**src/rtl/psr_window_unit.sv**
```systemverilog
// Processor Status Register with register-window pointer management and WIM checking.
// Optional macro PSR_ICC_BYPASS_EN forwards icc_in to N/Z/V/C in the same cycle.
module psr_window_unit #(
  parameter int unsigned NWINDOWS = 4,
  parameter int unsigned CWPW     = 2
) (
  input  logic                clk,
  input  logic                reset_n,
  input  logic                icc_we,
  input  logic [3:0]          icc_in,
  input  logic                wrpsr_we,
  input  logic [11:0]         wrpsr_data,
  input  logic                save_req,
  input  logic                restore_req,
  input  logic                trap_entry,
  input  logic                rett_req,
  input  logic [NWINDOWS-1:0] WIM,
  output logic [11:0]         PSR,
  output logic                N,
  output logic                Z,
  output logic                V,
  output logic                C,
  output logic [CWPW-1:0]     CWP,
  output logic                S,
  output logic                ET,
  output logic                win_ovf,
  output logic                win_unf,
  output logic                error_mode
);

  localparam int unsigned ICC_W = 4;
  localparam int unsigned LOW_W = 5;

  logic [ICC_W-1:0] icc_q;
  logic             s_q;
  logic             ps_q;
  logic             et_q;
  logic [CWPW-1:0]  cwp_q;
  logic [CWPW-1:0]  cwp_dec;
  logic [CWPW-1:0]  cwp_inc;
  logic             unused_rsvd;

  // Power-of-two window count lets the pointer wrap naturally.
  assign cwp_dec = cwp_q - CWPW'(1);
  assign cwp_inc = cwp_q + CWPW'(1);

  // Reserved bits of a WRPSR write are discarded.
  assign unused_rsvd = ^wrpsr_data[LOW_W-1:CWPW];

  // Single-winner priority: trap > rett > wrpsr > save/restore > icc.
  always_ff @(posedge clk or negedge reset_n) begin
    if (!reset_n) begin
      icc_q      <= '0;
      s_q        <= 1'b1;
      ps_q       <= 1'b0;
      et_q       <= 1'b0;
      cwp_q      <= '0;
      win_ovf    <= 1'b0;
      win_unf    <= 1'b0;
      error_mode <= 1'b0;
    end else begin
      win_ovf <= 1'b0;
      win_unf <= 1'b0;
      if (trap_entry) begin
        if (et_q) begin
          ps_q  <= s_q;
          s_q   <= 1'b1;
          et_q  <= 1'b0;
          cwp_q <= cwp_dec;
        end else begin
          error_mode <= 1'b1;
        end
      end else if (rett_req) begin
        if (WIM[cwp_inc]) begin
          win_unf <= 1'b1;
        end else begin
          cwp_q <= cwp_inc;
          s_q   <= ps_q;
          et_q  <= 1'b1;
        end
      end else if (wrpsr_we) begin
        icc_q <= wrpsr_data[11:8];
        s_q   <= wrpsr_data[7];
        ps_q  <= wrpsr_data[6];
        et_q  <= wrpsr_data[5];
        cwp_q <= wrpsr_data[CWPW-1:0];
      end else if (save_req || restore_req) begin
        // Simultaneous SAVE and RESTORE cancel out and still block icc.
        if (save_req && !restore_req) begin
          if (WIM[cwp_dec]) win_ovf <= 1'b1;
          else              cwp_q   <= cwp_dec;
        end else if (restore_req && !save_req) begin
          if (WIM[cwp_inc]) win_unf <= 1'b1;
          else              cwp_q   <= cwp_inc;
        end
      end else if (icc_we) begin
        icc_q <= icc_in;
      end
    end
  end

  assign PSR = {icc_q, s_q, ps_q, et_q, LOW_W'(cwp_q)};
  assign CWP = cwp_q;
  assign S   = s_q;
  assign ET  = et_q;

`ifdef PSR_ICC_BYPASS_EN
  logic icc_bypass_c;

  // Forward ALU flags when the icc update is the winning request this cycle.
  assign icc_bypass_c = icc_we && !trap_entry && !rett_req && !wrpsr_we
                        && !save_req && !restore_req;
  assign {N, Z, V, C} = icc_bypass_c ? icc_in : icc_q;
`else
  assign {N, Z, V, C} = icc_q;
`endif

endmodule

```
**config.mk**
```make
export PLATFORM = sky130hd
export DESIGN_NAME = psr_window_unit
export DESIGN_NICKNAME = d
export VERILOG_FILES = /design/src/rtl/psr_window_unit.sv
export SDC_FILE = /design/constraint.sdc
export NUM_CORES = 1
export LEC_CHECK = 0
export CAP_MARGIN = 20
export CORE_ASPECT_RATIO = 1.1
export CORE_MARGIN = 5
export CORE_UTILIZATION = 40
export DETAILED_ROUTE_END_ITERATION = 8
export PLACE_DENSITY_LB_ADDON = 0.05
export SKIP_LAST_GASP = 1
export SYNTH_ARGS = -nofsm -noshare
export SYNTH_HDL_FRONTEND = slang
export SYNTH_SLANG_ARGS = --single-unit
```
**constraint.sdc**
```tcl
create_clock -name clk -period 2.2 [get_ports clk]
set_input_delay 0.44 -clock clk [delete_from_list [all_inputs] [get_ports clk]]
set_output_delay 0.44 -clock clk [all_outputs]
set_load 0.02 [all_outputs]
```
==> summary.md <==
| Metric | Value |
|---|---|
| EDFF count, synth | `0` |
| CORE AREA | `between 2000 and 2500 um2` |
| First-pass GRT wire length | `about 3700 um` |
| Delay-heaviest family, CP | `buffers and inverters` |
| Min-Delay Path Class | `flop to flop` |
| Final period util | `0.901` |
| Netlist Area Pre-Place | `just under 900 um2` |
| CTS H-tree depth | `1` |
| Total number of vias | `856` |
| Initial antenna violation count | `0` |
| Initial Util | `0.428` |
| Final net count | `roughly 170` |
| Hold-fix buffers at CTS | `0` |
| Root Driver | `clkbuf_4` |
| ANT cells | `0` |
| Core Rows | `17` |
| Register bit total from synthesis | `12` |
| Kind of critical path | `flop to output pin` |
| Max-slew violations | `0` |
| Commonest non-fill, non-tap cells in the layout | `44 x clkdlybuf4s50_1, 11 x dfrtp_1, 11 x nor2_1` |
| Die area | `between 3000 and 4000 um2` |
| Setup TNS | `0 ns` |
| GRT overflow | `0` |
| CP max stage delay | `between 0.6 and 0.7 ns` |
| Area Overhead vs Synth | `50.1%` |
| CP Buf/Inv Count | `1` |
| Slew Limit Headroom | `0.645` |
| Final Hold Vio Count | `0` |
| Pre-antenna DRT Iters | `4` |
| Worst slack at placement | `~0.2 ns` |
| Power Dens Cells | `approximately 790 nW/um2` |
| Max Clk Rate | `~500 MHz` |
| Final Cell Area | `between 1000 and 1500 um2` |
| Number of synthesis warnings | `0` |
| Detail Placement HPWL | `1820 um` |
| RSZ-0062 raised after global routing | `false` |
| Sink Count | `12` |
| Largest cells by area after synthesis | `dfrtp_1 32%, buf_4 10%, mux2i_1 8.0%` |
| Crit-path cells | `clkdlybuf4s50_1` |
| Mean Syn Cell Area | `around 8.6 um2` |
| Crit start category | `flop` |
| Layout cells sized above 1 | `0.0935` |
| Critical Path RT | `between 1.5 and 2 ns` |
| CTS Buffer Depth | `2` |
| Die Ht | `between 50 and 60 um` |
| Gate Count Post-Synth | `102` |
| Total GRT Usage | `0.150` |
| Met2 wire len | `1150 um` |
| DR iter-0 viols | `22` |
| CTS tree | `yes` |
| Yosys cell types | `32` |
| Clock skew | `~0.0031 ns` |
| Commonest non-fill, non-tap cell in the layout | `clkdlybuf4s50_1` |
| Leakage | `around 0.54 nW` |
| # resized after CTS | `0` |
| Critical Path End Type | `output pin` |
| IO buf count | `44` |
| GPL Wtd Cong | `a little over 0.8` |
| Post-CTS Setup Bufs | `0` |
| Via density | `just over 5` |
| Clock Latency Late Sink | `~0.27 ns` |
| Top-area cell type share of the netlist area | `0.315` |
| Ports | `between 50 and 60` |
| Residual DRC | `0` |
| Uppermost layer routed | `met4` |
| Metal-1 WL | `approximately 900 um` |
| Main synth FF type | `dfrtp_1` |
| Largest net degree at the start of global routing | `15` |
| Max Cap Viol | `0` |
| Final Setup Violations | `0` |
| WL met3 | `between 150 and 200 um` |
| WL final | `2210 um` |
| Crit path arrival time | `between 1.5 and 2 ns` |
| CTS Buf Count | `3` |
| DP Area | `1270 um2` |
| Setup WS post-layout | `~0.22 ns` |
| Max VDD drop | `approximately 0.47 mV` |
| Status | `complete, no violations` |
| Die width | `between 50 and 60 um` |
| Post-route ant nets | `0` |
| WL per Instance | `approximately 13 um` |
| Vias in the first global route | `847` |
| Minimum clock period | `between 1.5 and 2 ns` |
| Worst reg-to-reg setup slack | `between 0.4 and 0.5 ns` |
| CP max FO | `14` |
| Post-synthesis sequential area ratio | `0.345` |
| Reg clk slew, reported paths | `0.07 ns` |
| Yosys top cell by area | `dfrtp_1` |
| Critical path's slowest cell | `clkdlybuf4s50_1` |
| Slew @ Worst Pin | `between 0.5 and 0.6 ns` |
| Ys async rst share | `1.00` |
## logic make-up (layout without fill, tap and decap cells)
logic type | Yosys count | after routing | share of synthesized area
DFF | 12 | 12 | 0.345
and+or+nand+nor | 34 | 34 | 0.203
AOI/OAI and AO/OA | 26 | 26 | 0.179
buffers and inverters | 19 | 54 | 0.136
other | 1 | 3 | 0.00429
muxes | 10 | 10 | 0.132
## flip-flops by register name (all words and copies together), names as in the netlist
name and cells:
CWP 2, ET 1, S 1, error_mode 1, icc_q 4, ps_q 1, win_ovf 1, win_unf 1
## worst paths after layout
| check | start | end | cells after the start |
|---|---|---|---|
| worst max register to register | CWP[0]$_DFFE_PN0P_ | CWP[0]$_DFFE_PN0P_ | 5 |
| min in group asynchronous | reset_n | icc_q[0]$_DFFE_PN0P_ | 1 |
| worst min-delay path | error_mode$_DFFE_PN0P_ | error_mode$_DFFE_PN0P_ | 1 |
| worst max-delay path | CWP[0]$_DFFE_PN0P_ | CWP[0] | 1 |
| worst min register to register | error_mode$_DFFE_PN0P_ | error_mode$_DFFE_PN0P_ | 1 |
| max in group asynchronous | reset_n | S$_DFFE_PN1P_ | 1 |
## area by class of cell
| class | count | area, um2 |
|---|---|---|
| flip-flops and latches | 12 | 302 |
| clock buffers | 4 | 36.3 |
| multi-input cells | 73 | 460 |
| fillers | 188 | 731 |
| well taps | 28 | 35.0 |
| repair buffers | 48 | 470 |
| inverters | 2 | 7.51 |
## cell usage after synthesis, types with 3 or more instances
| master | count |
|---|---|
| buf_4 | 12 |
| a21oi_1 | 5 |
| nor2_1 | 11 |
| nand2b_1 | 5 |
| mux2i_1 | 7 |
| nand2_1 | 6 |
| dfrtp_1 | 11 |
| a31oi_1 | 3 |
| nor3_1 | 3 |
| o21ai_0 | 9 |
| clkbuf_1 | 3 |
## layer usage
| layer | GRT usage | vias to the layer above |
|---|---|---|
| li1 | - | 422 |
| met1 | 0.177 | 397 |
| met2 | 0.263 | 34 |
| met3 | 0.0579 | 3 |
| met4 | 0.0142 | 0 |
| met5 | 0 | - |
## report_power, final
group          internal, mW  switching, mW
logic                 0.277          0.243
registers             0.267         0.0799
clock network         0.101         0.0696
## metrics by stage
step	power, mW	cells	hold WS (ns)	utilization
after floorplan	0.686	104	0.144	-
after global placement	0.868	163	0.450	0.624
after detailed placement	0.876	163	0.480	0.624
after CTS	1.05	167	0.497	0.642
after global routing	1.11	167	0.548	0.642
final	1.04	167	0.482	0.642
No activity file was read; power rests on OpenSTA's default activity.
